File: src/rtl/uart_pkg.sv
// Shared UART definitions used by the transmit and receive engines.
package uart_pkg;

  typedef enum logic [2:0] {
    ST_IDLE,
    ST_START,
    ST_DATA,
    ST_PARITY,
    ST_STOP,
    ST_BREAK
  } tx_state_t;

  // Parity select encoding as carried on ohel.
  typedef enum logic {
    PAR_EVEN = 1'b0,
    PAR_ODD  = 1'b1
  } par_mode_t;

  localparam int DLEN_MIN = 5;
  localparam int K_MIN    = 2;

endpackage

File: src/rtl/uart_tx_fifo.sv
// Show-ahead synchronous FIFO; a pop frees a slot for a push in the same cycle.
module uart_tx_fifo #(
  parameter int W     = 8,
  parameter int DEPTH = 4,
  localparam int AW   = $clog2(DEPTH),
  localparam int CW   = AW + 1
) (
  input  logic          clk,
  input  logic          rst,
  input  logic          push,
  input  logic          pop,
  input  logic [W-1:0]  din,
  output logic [W-1:0]  dout,
  output logic [CW-1:0] count,
  output logic          full,
  output logic          empty
);

  logic [W-1:0]  mem [DEPTH];
  logic [AW-1:0] wr_ptr, rd_ptr;
  logic          do_push, do_pop;

  assign do_pop  = pop && !empty;
  assign do_push = push && (!full || do_pop);

  always_ff @(posedge clk) begin
    if (do_push) mem[wr_ptr] <= din;
  end

  always_ff @(posedge clk or negedge rst) begin
    if (!rst) begin
      wr_ptr <= '0;
      rd_ptr <= '0;
      count  <= '0;
    end else begin
      if (do_push) wr_ptr <= wr_ptr + 1'b1;
      if (do_pop)  rd_ptr <= rd_ptr + 1'b1;
      case ({do_push, do_pop})
        2'b10:   count <= count + 1'b1;
        2'b01:   count <= count - 1'b1;
        default: count <= count;
      endcase
    end
  end

  assign dout  = mem[rd_ptr];
  assign full  = (count == CW'(DEPTH));
  assign empty = (count == '0);

endmodule

File: src/rtl/uart_tx_engine_p.sv
// UART transmitter: FIFO-fed framing with runtime data length, parity, stop bits and break.
module uart_tx_engine_p
  import uart_pkg::*;
#(
  parameter int DATA_W     = 8,
  parameter int FIFO_DEPTH = 4,
  parameter int BAUD_W     = 19
) (
  input  logic                        clk,
  input  logic                        rst,
  input  logic [3:0]                  dlen,
  input  logic                        pen,
  input  logic                        ohel,
  input  logic                        two_stop,
  input  logic                        brk,
  input  logic                        load,
  input  logic [DATA_W-1:0]           out_port,
  input  logic [BAUD_W-1:0]           k,
  output logic                        TxRdy,
  output logic                        Tx,
  output logic                        busy,
  output logic [$clog2(FIFO_DEPTH):0] fifo_cnt,
  output logic                        ovf
);

  localparam logic [BAUD_W-1:0] K_ONE = 1;

  function automatic logic [BAUD_W-1:0] clamp_k(input logic [BAUD_W-1:0] kv);
    if (kv < BAUD_W'(K_MIN)) return BAUD_W'(K_MIN);
    return kv;
  endfunction

  function automatic logic [3:0] clamp_dlen(input logic [3:0] d);
    if (int'(d) < DLEN_MIN) return 4'(DLEN_MIN);
    if (int'(d) > DATA_W)   return 4'(DATA_W);
    return d;
  endfunction

  tx_state_t         state;
  logic [BAUD_W-1:0] cnt, k_q;
  logic [3:0]        bit_idx, dlen_q;
  logic              pen_q, two_q, par, mab;
  logic [DATA_W-1:0] sh;
  logic [DATA_W-1:0] f_dout;
  logic              f_full, f_empty;
  logic              bit_end, last_stop, pop;

  uart_tx_fifo #(.W(DATA_W), .DEPTH(FIFO_DEPTH)) u_fifo (
    .clk   (clk),
    .rst   (rst),
    .push  (load),
    .pop   (pop),
    .din   (out_port),
    .dout  (f_dout),
    .count (fifo_cnt),
    .full  (f_full),
    .empty (f_empty)
  );

  assign TxRdy     = !f_full;
  assign bit_end   = (cnt == k_q - K_ONE);
  assign last_stop = !two_q || (bit_idx == 4'd1);
  // Break waits for the line to be idle; a pending word never preempts it.
  assign pop = !f_empty && !brk &&
               ((state == ST_IDLE) || (state == ST_STOP && bit_end && last_stop));

  // Frame datapath: config snapshot at pop, shift register and parity accumulator.
  always_ff @(posedge clk) begin
    if (pop) begin
      sh     <= f_dout;
      dlen_q <= clamp_dlen(dlen);
      pen_q  <= pen;
      two_q  <= two_stop;
      k_q    <= clamp_k(k);
      par    <= (par_mode_t'(ohel) == PAR_ODD);
    end else begin
      if (state == ST_IDLE && brk) k_q <= clamp_k(k);
      if (state == ST_DATA && bit_end) begin
        sh  <= sh >> 1;
        par <= par ^ sh[0];
      end
    end
  end

  always_ff @(posedge clk or negedge rst) begin
    if (!rst) ovf <= 1'b0;
    else      ovf <= load && f_full && !pop;
  end

  // Line FSM with bit timer; Tx and busy are registered here.
  always_ff @(posedge clk or negedge rst) begin
    if (!rst) begin
      state   <= ST_IDLE;
      cnt     <= '0;
      bit_idx <= '0;
      mab     <= 1'b0;
      Tx      <= 1'b1;
      busy    <= 1'b0;
    end else begin
      case (state)
        ST_IDLE: begin
          cnt <= '0;
          if (brk) begin
            state <= ST_BREAK;
            mab   <= 1'b0;
            Tx    <= 1'b0;
            busy  <= 1'b1;
          end else if (!f_empty) begin
            state <= ST_START;
            Tx    <= 1'b0;
            busy  <= 1'b1;
          end
        end
        ST_START: begin
          if (bit_end) begin
            state   <= ST_DATA;
            cnt     <= '0;
            bit_idx <= '0;
            Tx      <= sh[0];
          end else cnt <= cnt + K_ONE;
        end
        ST_DATA: begin
          if (bit_end) begin
            cnt <= '0;
            if (bit_idx == dlen_q - 4'd1) begin
              bit_idx <= '0;
              if (pen_q) begin
                state <= ST_PARITY;
                Tx    <= par ^ sh[0];
              end else begin
                state <= ST_STOP;
                Tx    <= 1'b1;
              end
            end else begin
              bit_idx <= bit_idx + 4'd1;
              Tx      <= sh[1];
            end
          end else cnt <= cnt + K_ONE;
        end
        ST_PARITY: begin
          if (bit_end) begin
            state   <= ST_STOP;
            cnt     <= '0;
            bit_idx <= '0;
            Tx      <= 1'b1;
          end else cnt <= cnt + K_ONE;
        end
        ST_STOP: begin
          if (bit_end) begin
            cnt <= '0;
            if (!last_stop) bit_idx <= 4'd1;
            else if (pop) begin
              state <= ST_START;
              Tx    <= 1'b0;
            end else begin
              state <= ST_IDLE;
              busy  <= 1'b0;
            end
          end else cnt <= cnt + K_ONE;
        end
        ST_BREAK: begin
          if (!mab) begin
            cnt <= '0;
            if (!brk) begin
              mab <= 1'b1;
              Tx  <= 1'b1;
            end
          end else if (bit_end) begin
            state <= ST_IDLE;
            mab   <= 1'b0;
            busy  <= 1'b0;
          end else cnt <= cnt + K_ONE;
        end
        default: begin
          state <= ST_IDLE;
          Tx    <= 1'b1;
          busy  <= 1'b0;
        end
      endcase
    end
  end

endmodule

File: config.mk
export PLATFORM = sky130hd
export DESIGN_NAME = uart_tx_engine_p
export DESIGN_NICKNAME = d
export VERILOG_FILES = /design/src/rtl/uart_pkg.sv /design/src/rtl/uart_tx_fifo.sv /design/src/rtl/uart_tx_engine_p.sv
export SDC_FILE = /design/constraint.sdc
export NUM_CORES = 1
export LEC_CHECK = 0
export ABC_AREA = 0
export CORE_UTILIZATION = 53
export DETAILED_ROUTE_END_ITERATION = 10
export PLACE_DENSITY_LB_ADDON = 0.2
export SETUP_SLACK_MARGIN = 0.4
export SYNTH_ARGS = -nofsm -noshare
export SYNTH_HDL_FRONTEND = slang
export SYNTH_SLANG_ARGS = --single-unit
File: constraint.sdc
create_clock -name clk -period 4 [get_ports clk]
set_input_delay 0.8 -clock clk [delete_from_list [all_inputs] [get_ports clk]]
set_output_delay 0.8 -clock clk [all_outputs]
set_load 0.05 [all_outputs]
# Word-level counts from Yosys, hierarchy flattened

Memories as Yosys holds them, arrays and structs flattened.
Index checks and enable logic that the tools add are counted.
W data, S select, Z words.

Bits in latches: 0
Memories: 1
Bits in writable memories: 32
Output and inout port bits: 7
Register bits after elaboration: 71
Memory bits (read-only): 0

Memories:

| name       | words | width | read ports | clocked after Yosys merged registers in | wr ports | RTL line           | RTL |
|---|---|---|---|---|---|---|---|
| u_fifo.mem | 4     | 8     | 1          | 0                                       | 1        | uart_tx_fifo.sv:19 | `logic [W-1:0] mem [DEPTH];` |

Multipliers: 0
Div/mod/pow operators: 0
Bitwise operators: 2
Reduce and logical (&&, ||, !) cells: 35
Magnitude comparators: 3
Add/subtract/negate cells: 8
Multiplexer cells: 74
Shift operators: 0
Equal/unequal tests: 28

Operators with widths:

| cell                    | count |
|---|---|
| $mux W19                | 8 |
| $pmux W19 S3            | 1 |
| $mux W1                 | 37 |
| $mux W4                 | 9 |
| $mux W3                 | 11 |
| $ne A2 B2 Y1 const B    | 13 |
| $add A19 B1 Y19 const B | 1 |
| $eq A19 B19 Y1          | 1 |
| $lt A19 B2 Y1 const B   | 1 |
| $sub A19 B1 Y19 const B | 1 |
| $pmux W3 S6             | 1 |
| $reduce_and A9 Y1       | 2 |
| $mux W8                 | 2 |
| $pmux W4 S3             | 1 |
| $logic_and A1 B1 Y1     | 10 |
| $eq A3 B3 Y1 const B    | 3 |
| $reduce_bool A2 Y1      | 4 |
| $reduce_and A7 Y1       | 1 |
| $eq A3 B2 Y1 const B    | 2 |
| $logic_not A3 Y1        | 2 |
| $ne A3 B3 Y1 const B    | 2 |
| $pmux W1 S6             | 1 |
| $pmux W3 S2             | 1 |
| $reduce_bool A3 Y1      | 2 |
| 24 further kinds        | 33 |

# Logic depth before layout (Yosys ltp)

Depth in word-level cells: 11
Mapped depth: 18
Depth with buffers taken out: 16

# By module

A second synthesis with hierarchy kept.

Cell total of the unflattened synthesis: 496
Area total of the unflattened synthesis: 5,569.1 sq um

By module, submodules not included:

| module           | cells each | area each (sq um) | times used | sequential area each (sq um) |
|---|---|---|---|---|
| uart_tx_engine_p | 416        | 3,981.3           | 1          | 1,773.0 |
| uart_tx_fifo     | 80         | 1,587.8           | 1          | 1,136.1 |

# Worst setup path before layout

Ideal clock, no wire load.

Path kind: reg-to-reg
Start point: register k_q[0]
End point: register u_fifo.count[2]
Slack: -50 ps
Cell stages (with the launch flop): 19
Data required time: 3,918 ps
Data arrival time: 3,968 ps
Setup time: 82 ps
Cell sequence: edfxtp_1 -> inv_1 -> ha_1 -> or4b_4 -> buf_6 -> nor4b_1 -> xnor2_1 -> o211ai_1 -> or4_4 -> nor4b_4 -> nor2_2 -> buf_6 -> inv_1 -> ha_1 -> inv_1 -> fa_1 -> xor2_1 -> nor2_1 -> xor2_1

Cells in the longest elaborated chain, start to end: 11

RTL lines:

| what                                              | RTL line               | RTL |
|---|---|---|
| start, declared                                   | uart_tx_engine_p.sv:40 | `logic [BAUD_W-1:0] cnt, k_q;` |
| start signal, assigned                            | uart_tx_engine_p.sv:74 | `k_q <= clamp_k(k);` |
| start signal, assigned                            | uart_tx_engine_p.sv:77 | `if (state == ST_IDLE && brk) k_q <= clamp_k(k);` |
| $sub A19 B1 Y19 *                                 | uart_tx_engine_p.sv:61 | `assign bit_end = (cnt == k_q - K_ONE);` |
| $eq A19 B19 Y1 *                                  | uart_tx_engine_p.sv:61 |  |
| $logic_and A1 B1 Y1 * (2 in a row)                | uart_tx_engine_p.sv:65 | `((state == ST_IDLE) \|\| (state == ST_STOP && bit_end && last_stop));` |
| $logic_or A1 B1 Y1 *                              | uart_tx_engine_p.sv:65 |  |
| $logic_and A1 B1 Y1 *                             | uart_tx_engine_p.sv:64 | `assign pop = !f_empty && !brk &&` |
| $logic_and A1 B1 Y1 *                             | uart_tx_fifo.sv:23     | `assign do_pop = pop && !empty;` |
| via u_fifo.do_pop                                 | uart_tx_fifo.sv:21     | `logic do_push, do_pop;` |
| $logic_or A1 B1 Y1                                | uart_tx_fifo.sv:24     | `assign do_push = push && (!full \|\| do_pop);` |
| $logic_and A1 B1 Y1                               | uart_tx_fifo.sv:24     |  |
| $eq A2 B1 Y1 or $eq A2 B2 Y1 (tied branches)      | uart_tx_fifo.sv:38     | `case ({do_push, do_pop})` |
| $pmux W3 S2 or $reduce_bool A2 Y1 (tied branches) | -                      |  |
| end signal, assigned                              | uart_tx_fifo.sv:39     | `2'b10: count <= count + 1'b1;` |
| end signal, assigned                              | uart_tx_fifo.sv:40     | `2'b01: count <= count - 1'b1;` |
| end signal, assigned                              | uart_tx_fifo.sv:41     | `default: count <= count;` |
| end, declared                                     | uart_tx_fifo.sv:14     | `output logic [CW-1:0] count,` |

The timed path passes the listed nets; every way through them passes the cells marked *.
A chain may end at the register's enable or synchronous reset.

# Worst setup path in the final report

Ends and elaborated chain as after synthesis.

==> flow_summary.json <==
{
  "maxSlewHeadroom_pct": 39.56,
  "syn_avg_cell_area_um2": 11.15,
  "routed_wl_mm": 11.79,
  "vias_per_cell": 5.876,
  "antenna_found_initial": 0,
  "drt_iter0_markers": 204,
  "leakage_nw": 2.394,
  "multi_input_area_um2": 2429,
  "final_max_slew_viol_count": 0,
  "max_freq_mhz": 261.4,
  "rsz0062_at_grt": "yes",
  "synth_enable_flop_cells": 66,
  "cp.required_ns": 4.32,
  "period_minus_slack_ns": 3.825,
  "track_usage_pct": 22.30,
  "place_ws_ns": 0.1237,
  "ys_ff_latch": 103,
  "detailed_place_hpwl_mm": 8.206,
  "vias": 4031,
  "cts.clk_slew.worst_paths_ns": 0.11,
  "cts.sinks": 103,
  "cts_tree": "done",
  "final.fill_count": 753,
  "whs_ns": 0.5332,
  "layout_common_cells": "edfxtp_1, clkdlybuf4s50_1, nor2_1, dfrtp_1, nand2_1",
  "cp-start-kind": "register",
  "fin_ws_ns": 0.1747,
  "setup_viol": 0,
  "die_area_um2": 10740,
  "cp_max_fo": 7,
  "core-area_um2": 9910,
  "critical_path.cell_chain": "inv_1, ha_2, or4b_4, nor2_4, xnor2_2, or4_4, or4_4, nor4b_4, nor2_2, inv_4, ha_4, inv_2, fa_1, xor2_1, nor2_1, xor2_1",
  "cts_max_level": 3,
  "final.period_utilization_pct": 95.63,
  "num_rows": 36,
  "grt_max_degree": 38,
  "irDropWorstVdd_uv": 404.5,
  "async_flop_share_pct": 35.92,
  "tightest_slew_ns": 0.8983,
  "io_buffers": 44,
  "layout-drive-gt1-share_pct": 18.44,
  "fin_util_pct": 66.53,
  "cp.arrival_ns": 4.15,
  "grt_pass1_wl_mm": 18.82,
  "grt_pass1_vias": 3850,
  "drc": 0,
  "ios": 45,
  "seq_area_um2": 2909,
  "synth_cell_type_count": 69,
  "antenna_cells": 0,
  "synth_ff_type": "edfxtp_1",
  "synth-seq-area-share_pct": 53.16,
  "synth.net_count": 540,
  "clk_latency_ns": 0.39,
  "overflow": 0,
  "ant_nets": 0,
  "power_mw": 2.453,
  "chipHeight_um": 103.6,
  "power_density_nw_per_um2": 372.1,
  "ctsHoldBuffers": 0,
  "numCtsBuffers": 9,
  "nNetsFinal": 597,
  "r2r_cells": 16,
  "clockBufferDepth": 2,
  "area_growth_syn_to_layout_pct": 20.46,
  "layoutNonFillerInstCount": 686,
  "firstDrtPassIters": 5,
  "setup.worst_path.end_class": "register",
  "worstSetupPathType": "register to register",
  "wl_per_cell_um": 17.19,
  "initial_core_util_pct": 55.23,
  "syn_area_um2": 5473,
  "syn_inst": 491,
  "outcome": "finished, final reports clean",
  "max_cap_violations": 0,
  "slowest_stage": "or4b_4",
  "yosys_warnings": 0,
  "hold_path.class": "primary input to async pin",
  "critPathMaxStageDelay_ns": 0.53,
  "dieWidth_um": 103.6,
  "cts_root_buffer": "clkbuf_8",
  "hold_viol": 0,
  "place_inst": 650,
  "layout_commonest_cell": "edfxtp_1",
  "clock_skew_ns": 0.01376,
  "gp_congestion": 0.8979
}
per-layer routing:
layer	track usage (%)	vias to the layer above	part of all wire [%]
met5	0	-	0
met1	28.37	1981	42
met3	4.720	20	4.6
li1	-	1919	-
met2	38.02	111	51
met4	7.246	0	1.8
where the power goes:
group / internal [mW] / switching (mW) / leakage, nW / total, mW
Sequential: 1.24 / 0.0649 / 1.06 / 1.30
Clock: 0.301 / 0.392 / 0.0969 / 0.693
Combinational: 0.205 / 0.252 / 1.24 / 0.456
Total: 1.74 / 0.709 / 2.39 / 2.45
kinds of logic after synthesis:
family,Yosys count,synth area share (%)
buf+inv,60,4.412
simple gates,166,16.23
flops,103,53.16
fa+ha+maj,11,2.652
xor+xnor,36,5.761
mux,24,6.744
compound gates,91,11.04
synthesized netlist by cell type (all sizes together) (2+ instances only):
master / count / area share [%]
o21ai: 27 / 2.5
or4: 8 / 1.2
nor4b: 3 / 0.75
nor3b: 2 / 0.27
clkbuf: 29 / 2.0
a21boi: 3 / 0.41
and2: 3 / 0.34
a31oi: 11 / 1.3
nand3: 22 / 2.0
ha: 10 / 2.3
mux4: 8 / 3.3
mux2: 11 / 2.5
or4b: 2 / 0.43
nand2b: 6 / 0.69
or2: 3 / 0.34
nand2: 32 / 2.2
xnor2: 24 / 3.8
xor2: 12 / 1.9
edfxtp: 66 / 36
o211ai: 5 / 0.69
nor2: 46 / 3.3
a22oi: 12 / 1.6
nand3b: 2 / 0.27
nand4: 3 / 0.34
buf: 5 / 0.62
dfrtp: 36 / 16
mux2i: 5 / 0.91
nor3: 10 / 0.91
a21oi: 10 / 0.91
o41ai: 2 / 0.32
a32o: 2 / 0.37
and3b: 2 / 0.32
o31ai: 4 / 0.64
nor2b: 6 / 0.69
inv: 25 / 1.7
nor4: 12 / 1.5
o311ai: 3 / 0.48
per-stage QoR:
| step | cell area [um2] | setup TNS [ns] |
|---|---|---|
| after CTS | 6381 | 0 |
| after global placement | 6076 | 0 |
| after floorplan | 5498 | -0.008113 |
| final | 6593 | 0 |
| after detailed placement | 6076 | 0 |
| after global routing | 6593 | 0 |
worst paths after layout:
path	slack (ns)	from	endpoint
worst max register to register	0.17	k_q[0]	u_fifo.count[2]
worst max-delay path	0.17	k_q[0]	u_fifo.count[2]
worst min-delay path	0.53	rst	u_fifo.wr_ptr[1]
max in group asynchronous	2.92	rst	cnt[18]
min in group clk	0.53	cnt[18]	cnt[18]
worst min register to register	0.53	cnt[18]	cnt[18]
worst max-delay path, delay by kind of cell (launching register included):
kind / cells / cell delay (ns)
XOR/XNOR: 3 / 0.37
adder cells (fa/ha/maj): 3 / 0.67
buffers and inverters: 3 / 0.18
flip-flops: 1 / 0.40
AND/OR/NAND/NOR: 7 / 2.13
repair_timing:
action	4_1_cts	5_1_grt
buffers inserted	7	9
pin swaps	4	5
setup endpoints to repair	63	79
cloned	0	4
resized for setup	4	23
final cells by class:
cell class	count	share of cell area [%]
Sequential cell	103	44.13
Multi-Input combinational cell	328	36.84
Timing Repair Buffer	80	11.84
Tap cell	133	2.524
Clock buffer	10	1.936
Inverter	26	1.575
Clock inverter	6	1.158
sequential cells by signal, summed over array words and instances, names as in the netlist, 2 cells and up:
signal         cells
cnt               19
sh                 8
state              3
u_fifo.count       3
u_fifo.mem        32
u_fifo.rd_ptr      2
k_q               19
u_fifo.wr_ptr      2
bit_idx            4
dlen_q             4
(Power assumes the default switching activity.)
